$ cat src/rtl/div3_pkg.sv
// Shared definitions for the serial divide-by-3 engine and its digit cell.
package div3_pkg;
   localparam int DIV3_WIDTH = 64;
   localparam int DIV3_DIGIT = 4;
   localparam int DIV3_STEPS = DIV3_WIDTH / DIV3_DIGIT;

   typedef logic [1:0] rem_t;

   typedef enum logic [1:0] {
      IDLE = 2'd0,
      BUSY = 2'd1,
      DONE = 2'd2
   } state_t;
endpackage

$ cat src/rtl/div3_digit_cell.sv
// Combinational remainder-carry digit: {r_in, d} / 3, with a legal r_in of 0..2.
module div3_digit_cell
   import div3_pkg::*;
#(
   parameter int DIGIT = DIV3_DIGIT
) (
   input  logic [1:0]       r_in,
   input  logic [DIGIT-1:0] d,
   output logic [DIGIT-1:0] q_digit,
   output logic [1:0]       r_out
);

   logic [2:0] t;
   logic [1:0] r;

   // Restoring long division one bit at a time; the partial remainder stays below 3.
   always_comb begin
      r       = r_in;
      t       = '0;
      q_digit = '0;
      for (int i = DIGIT - 1; i >= 0; i--) begin
         t = {r, d[i]};
         if (t >= 3'd3) begin
            q_digit[i] = 1'b1;
            r          = 2'(t - 3'd3);
         end else begin
            r = t[1:0];
         end
      end
      r_out = r;
   end

endmodule

$ cat src/rtl/div3_serial_engine.sv
// Serial divide-by-3: streams the dividend MSB-first, DIGIT bits per cycle, one division in flight.
module div3_serial_engine
   import div3_pkg::*;
#(
   parameter int WIDTH = DIV3_WIDTH,
   parameter int DIGIT = DIV3_DIGIT
) (
   input  logic             clk,
   input  logic             rst_n,
   input  logic             in_valid,
   output logic             in_ready,
   input  logic [WIDTH-1:0] in_dividend,
   output logic             out_valid,
   input  logic             out_ready,
   output logic [WIDTH-1:0] out_quotient,
   output logic [1:0]       out_remainder
);

   localparam int STEPS = WIDTH / DIGIT;
   localparam int CNT_W = (STEPS > 1) ? $clog2(STEPS) : 1;
   localparam logic [CNT_W-1:0] LAST = CNT_W'(STEPS - 1);

   logic [1:0]       rst_sync_q;
   logic             rst_ni;
   state_t           state_q, state_d;
   logic [WIDTH-1:0] shreg_q, shreg_d;
   logic [WIDTH-1:0] quo_q, quo_d;
   rem_t             rem_q, rem_d;
   rem_t             remo_q, remo_d;
   logic [CNT_W-1:0] cnt_q, cnt_d;
   logic [DIGIT-1:0] q_digit;
   rem_t             r_next;
   logic [WIDTH-1:0] shifted;

   always_ff @(posedge clk or negedge rst_n) begin
      if (!rst_n) rst_sync_q <= 2'b00;
      else        rst_sync_q <= {rst_sync_q[0], 1'b1};
   end
   assign rst_ni = rst_sync_q[1];

   div3_digit_cell #(.DIGIT(DIGIT)) u_cell (
      .r_in    (rem_q),
      .d       (shreg_q[WIDTH-1 -: DIGIT]),
      .q_digit (q_digit),
      .r_out   (r_next)
   );

   // Dividend digits leave at the top while quotient digits enter at the bottom.
   assign shifted = {shreg_q[WIDTH-DIGIT-1:0], q_digit};

   always_comb begin
      state_d = state_q;
      shreg_d = shreg_q;
      quo_d   = quo_q;
      rem_d   = rem_q;
      remo_d  = remo_q;
      cnt_d   = cnt_q;
      unique case (state_q)
         IDLE: begin
            if (in_valid) begin
               shreg_d = in_dividend;
               rem_d   = '0;
               cnt_d   = '0;
               state_d = BUSY;
            end
         end
         BUSY: begin
            shreg_d = shifted;
            rem_d   = r_next;
            if (cnt_q == LAST) begin
               quo_d   = shifted;
               remo_d  = r_next;
               state_d = DONE;
            end else begin
               cnt_d = cnt_q + 1'b1;
            end
         end
         DONE: begin
            if (out_ready) state_d = IDLE;
         end
         default: state_d = IDLE;
      endcase
   end

   always_ff @(posedge clk or negedge rst_ni) begin
      if (!rst_ni) begin
         state_q <= IDLE;
         shreg_q <= '0;
         quo_q   <= '0;
         rem_q   <= '0;
         remo_q  <= '0;
         cnt_q   <= '0;
      end else begin
         state_q <= state_d;
         shreg_q <= shreg_d;
         quo_q   <= quo_d;
         rem_q   <= rem_d;
         remo_q  <= remo_d;
         cnt_q   <= cnt_d;
      end
   end

   assign in_ready      = (state_q == IDLE);
   assign out_valid     = (state_q == DONE);
   assign out_quotient  = quo_q;
   assign out_remainder = remo_q;

   a_rem_legal : assert property (@(posedge clk) disable iff (!rst_ni) rem_q != 2'd3);

endmodule

$ cat config.mk
export PLATFORM = sky130hd
export DESIGN_NAME = div3_serial_engine
export DESIGN_NICKNAME = d
export VERILOG_FILES = /design/src/rtl/div3_pkg.sv /design/src/rtl/div3_digit_cell.sv /design/src/rtl/div3_serial_engine.sv
export SDC_FILE = /design/constraint.sdc
export NUM_CORES = 1
export LEC_CHECK = 0
export CELL_PAD_IN_SITES_DETAIL_PLACEMENT = 1
export CELL_PAD_IN_SITES_GLOBAL_PLACEMENT = 1
export CORE_AREA = 2 2 136 138
export CTS_CLUSTER_DIAMETER = 80
export DETAILED_ROUTE_END_ITERATION = 8
export DIE_AREA = 0 0 138 140
export GPL_TIMING_DRIVEN = 0
export PLACE_DENSITY = 0.7
export SLEW_MARGIN = 20
export SYNTH_ARGS = -nofsm -noshare
export SYNTH_HDL_FRONTEND = slang
export SYNTH_SLANG_ARGS = --single-unit
export TNS_END_PERCENT = 5
$ cat constraint.sdc
create_clock -name clk -period 5.76 [get_ports clk]
set_clock_uncertainty 0.1 [all_clocks]
set_input_delay 1.152 -clock clk [delete_from_list [all_inputs] [get_ports clk]]
set_output_delay 1.152 -clock clk [all_outputs]
set_load 0.02 [all_outputs]
# Word level (Yosys, flattened, before mapping)
# Index checks and enable logic that the tools add are counted.
word_totals:
  in_bits: 68
  register_bits: 140
  output_inout_bits: 68
  word_cells: 48
op_classes:
  reduce_logical: 6
  addsub: 5
  eq_ne: 7
  mux: 19
  order_cmp: 4
ops:
  columns: ["cell", "n"]
  rows:
  - ["$pmux W64 S2", 1]
  - ["$mux W64", 1]
  - ["$mux W2", 8]
  - ["$ge A3 B2 Y1 const B", 4]
  - ["$mux W4", 2]
  - ["$pmux W4 S2", 1]
  - ["$sub A2 B2 Y2 const B", 4]
  - ["$ne A2 B2 Y1 const B", 3]
  - ["$pmux W2 S3", 1]
  - ["$reduce_and A3 Y1", 2]
  - ["$add A4 B1 Y4 const B", 1]
  - ["$eq A4 B4 Y1 const B", 1]
  - ["$mux W1", 4]
  - ["$pmux W2 S2", 1]
  - ["$reduce_and A2 Y1", 2]
  - ["$eq A2 B1 Y1 const B", 1]
  - ["$eq A2 B2 Y1 const B", 1]
  - ["$logic_not A2 Y1", 1]
  - ["$ne A2 B1 Y1 const B", 1]
  - ["$reduce_bool A2 Y1", 1]

# Logic depth before layout (Yosys ltp)
# Gate-level depths: netlist (run 1).
logic_depth:
  word_depth: 9
  depth_mapped: 20
  depth_no_buf: 18

# Modules after synthesis
# From an unflattened synthesis (run 1), not the netlist that was laid out.
hier_totals:
  hier_cells: 556
  area_unflattened_um2: 6261.0
modules_own_cells:
  columns: ["module", "n_inst", "area_per_inst_um2", "seq_area_each_um2", "cells_per_inst"]
  rows:
  - ["div3_serial_engine", 1, 5926.9, 3503.4, 510]
  - ["div3_digit_cell", 1, 334.1, 0.0, 46]

# Least setup slack after synthesis (run 1)
# Ideal clock, no wire load.
synth_path:
  kind: "register to register"
  startpoint: "register shreg_q[63]"
  endpoint: "register remo_q[0] (netlist: out_remainder[0])"
  required_time_ns: 5.523
  slack_ns: 1.370
  path_stages_with_launch: 21
  setup_time_ns: 0.137
  arrival_ns: 4.152
  period_less_slack_ns: 4.390
  path_buffers: 2
  path_cell_list: "dfrtp_1 ha_1 or3_4 a21oi_1 ha_1 clkbuf_2 nor2_1 mux2_2 o21ai_4 ha_1 or2_2 o32a_2 nor2_1 a21oi_1 ha_1 clkbuf_1 a2111oi_0 mux2i_1 a22oi_1 a21boi_1 a21oi_1"
synth_via:
  elab_chain_cells: 8
  elab_cells_between_ends: 11
  cone_classes: "add/sub (3); order compare (4); mux (4)"
synth_rtl:
  columns: ["element", "line_no", "text"]
  rows:
  - ["from (decl)", "div3_serial_engine.sv:26", "logic [WIDTH-1:0] shreg_q, shreg_d;"]
  - ["from (signal assigned)", "div3_serial_engine.sv:95", "shreg_q <= shreg_d;"]
  - ["$ge A3 B2 Y1 / $sub A2 B2 Y2 (equally long branches)", "div3_digit_cell.sv:23, div3_digit_cell.sv:25", null]
  - ["$mux W2 (*)", "div3_digit_cell.sv:23", "if (t >= 3'd3) begin"]
  - ["$ge A3 B2 Y1 / $sub A2 B2 Y2 (equally long branches)", "div3_digit_cell.sv:23, div3_digit_cell.sv:25", null]
  - ["$mux W2 (*)", "div3_digit_cell.sv:23", null]
  - ["$ge A3 B2 Y1 / $sub A2 B2 Y2 (equally long branches)", "div3_digit_cell.sv:23, div3_digit_cell.sv:25", null]
  - ["$mux W2 (*)", "div3_digit_cell.sv:23", null]
  - ["$ge A3 B2 Y1 (*)", "div3_digit_cell.sv:23", null]
  - ["$mux W2 (*)", "div3_digit_cell.sv:23", null]
  - ["to (signal assigned)", "div3_serial_engine.sv:98", "remo_q <= remo_d;"]
  - ["to (decl)", "div3_serial_engine.sv:29", "rem_t remo_q, remo_d;"]
# Mark *: on every way between the ends. The rest lies on a longest branch, timed or not.
# A chain may end at the register's enable or synchronous reset.

# Worst setup path in the final report (run 1)
# Same ends and word-level chain as after synthesis.

==> results of run 1 <==
==> registers in the layout, summed over array words and instances, names as in the netlist <==
signal and cells:
rem_q 2, out_quotient 64, shreg_q 64, state_q 2, cnt_q 4, out_remainder 2
rst_sync_q 2
==> synthesized netlist by cell type, types with 4 or more instances <==
cell type  number
mux2_1          7
nor3_1          4
mux2_2         54
clkbuf_1       31
nand2_1       128
o21ai_0         8
a31oi_1        60
ha_1            5
nor2_1         85
dfrtp_1       140
buf_2           6
a21oi_1        15
mux2i_1         4
==> power by group through the flow <==
stage / clock [mW] / combinational [mW] / sequential [mW]
detailed placement: 0 / 2.59 / 1.87
CTS: 1.23 / 2.60 / 1.87
floorplan: 0 / 1.38 / 2.03
global placement: 0 / 2.47 / 1.86
finish: 1.20 / 2.57 / 1.86
global route: 1.27 / 2.83 / 1.94
==> final timing paths <==
path | slack (ns) | to | depth (start not counted) | startpoint
max | 0.75 | out_remainder[0]$_DFFE_PN0P_ | 20 | shreg_q[63]$_DFFE_PN0P_
max in group asynchronous | 4.62 | shreg_q[1]$_DFFE_PN0P_ | 1 | rst_sync_q[1]$_DFF_PN0_
min reg2reg | 0.22 | out_quotient[39]$_DFFE_PN0P_ | 0 | rst_sync_q[1]$_DFF_PN0_
min in group clk | 0.26 | rst_sync_q[1]$_DFF_PN0_ | 0 | rst_sync_q[0]$_DFF_PN0_
max reg2reg | 0.75 | out_remainder[0]$_DFFE_PN0P_ | 20 | shreg_q[63]$_DFFE_PN0P_
min | 0.22 | out_quotient[39]$_DFFE_PN0P_ | 0 | rst_sync_q[1]$_DFF_PN0_
==> stage by stage <==
stage / hold WS [ns] / area, sq um
final: 0.224 / 8480
after global routing: 0.270 / 8480
after CTS: 0.254 / 8480
after detailed placement: 0.236 / 7830
after global placement: 0.239 / 7770
after floorplan: 0.231 / 6130
==> worst max-delay path: cells and delay by family (launching register included) <==
kind                       cells  cell delay [ns]
AOI/OAI and AO/OA              8             1.69
adders and majority gates      4             0.92
buffers and inverters          2             0.39
DFF                            1             0.47
muxes                          2             0.41
and+or+nand+nor                4             0.90
==> final cells by class <==
class | count | area (sq um) | area share, %
multi-input combinational | 413 | 2460 | 29.0
inverter | 3 | 11.3 | 0.133
clock buffer | 18 | 439 | 5.18
tap | 229 | 287 | 3.38
clock inverter | 14 | 210 | 2.48
sequential | 140 | 3510 | 41.4
timing repair buffer | 137 | 1410 | 16.6
buffer | 40 | 160 | 1.89
==> layer usage <==
metal / vias up / wire [um] / GRT usage (%)
li1: 2358 / - / -
met1: 2589 / 8180 / 25.4
met2: 112 / 8790 / 32.2
met3: 12 / 673 / 4.51
met4: 0 / 147 / 4.99
met5: - / 0 / 0
==> cell families (layout without fill, tap and decap cells) <==
| kind of cell | count (synthesis) | in the layout | synth area share, % |
|---|---|---|---|
| mux | 67 | 67 | 12.3 |
| compound gates | 105 | 105 | 11.3 |
| other cells | 1 | 1 | 0.0612 |
| simple gates | 234 | 234 | 15.3 |
| flops | 140 | 140 | 57.1 |
| buf+inv | 43 | 212 | 2.80 |
| xor+xnor | 1 | 1 | 0.143 |
| fa+ha+maj | 5 | 5 | 1.02 |
==> run summary, run 1 <==
# rows: 49
Setup crit end kind: flop
Final hold violation count: 0
Status: complete, no violations
Post-DP HPWL: 12800 um
Inst Count DP: 962
GP Congestion: 0.810
First-pass GRT wire length: 29800 um
Count of different cell masters after synthesis: 47
Tcrit/Tclk final: 87.0%
DR iter-0 viols: 256
Setup WS pre-CTS: 0.716 ns
Clk_lat worst skew: 0.43 ns
DRC viols: 0
Syn_nets: 669
Nets: 825
Clk sinks: 140
Post-CTS Resized: 0
Post-synth EDFFs: 0
Leakage power total: 3.66 nW
Io pins: 136
Max Slew Vio Count: 0
Main synth FF type: dfrtp_1
Fraction of layout cells with a size suffix above 1: 14.1%
Layout Cells excl Fill: 994
Final setup TNS: 0 ns
Die Area: 19300 sq um
Final worst slack: 0.747 ns
Top cells by area, synth: dfrtp_1, mux2_2, nand2_1
Yosys reg bits: 140
Routed Antenna Nets: 0
Clock Pin Slew Worst Setup and Hold Paths: 0.07 ns
Fillers: 1988
Core region area: 17800 sq um
TritonCTS clock tree: built
Largest net degree at the start of global routing: 57
RSZ-0062 raised after global routing: no
Total gr overflow: 0
Hold_buf cts: 0
PwrDens: 664 nW/um^2
H-tree level count: 4
Net Sw Frac: 39.6%
WP data required: 5.95 ns
Mapped Avg Cell Area: 10.3 sq um
Die W: 138 um
Syn. warnings: 0
Synth-to-Final Area Change: 38.3%
Final Util: 47.7%
Commonest non-fill, non-tap cell in the layout: dfrtp_1
Final setup fails: 0
Comb pwr share: 45.6%
Post-Synthesis Cell Area: 6130 sq um
CP max stage delay: 0.47 ns
Number of diodes: 0
Net Sw Power: 2.23 mW
Int Pwr: 3.40 mW
Arr. time, crit path: 5.20 ns
Number of antenna violations at the first check in global routing: 0
Max Cap Viol: 0
Yosys top cell by area: dfrtp_1
Tightest Pin Transition: 0.945 ns
Routed wire length per instance: 17.9 um
Pwr Total: 5.63 mW
Top-area cell type share of the netlist area: 57.1%
Via-to-Cell Ratio: 5.10
Final Critical Period: 5.01 ns
Vias in the first global route: 5634
Fmax: 199 MHz
Post-synthesis cell count: 596
Port bufs: 135
Drt pass-1 iters: 5
CP startpoint kind: flop
Starting Density: 34.5%
DRT Wirelength: 17800 um
Crit path top cell by count: ha_1
Gr usage total: 19.3%
Crit-path max FO: 8
Slowest CP cell: dfrtp_1
Worst vdd ir: 0.269 mV
Postcts setup bufs: 0
Share of power burned in registers: 33.1%
Root buf cell: clkbuf_16
Clock buffer count from CTS: 17
Sequential area share after synthesis: 57.1%
Async S/R FF share, synth: 100%
Critical path class: reg -> reg
Die Y: 140 um
Hold Path Class: reg -> async
Cell-by-cell trace of the critical path: ha_1, or3_4, a21oi_1, ha_1, clkbuf_2, nor2_1, mux2_2, o21ai_4, ha_1, or2_2, o32a_2, nor2_1, a21oi_1, ha_1, clkbuf_1, a2111oi_0, mux2i_1, a22oi_1, a21boi_1, a21oi_1
Rel. slew slack: 36.7%
Most frequent cells in the layout: dfrtp_1, clkdlybuf4s50_1, nand2_1, nor2_1, a31oi_1
Clock power share: 21.4%
Max clock buf depth: 2
Via count: 5071
Note: power is estimated with default switching activity, not from simulation.
==> run 2: changes to the inputs <==
Settings changed: GPL_ROUTABILITY_DRIVEN set to 0.
==> results of run 2 <==
The final DEF is identical to that of run 1; final timing and power are the same.
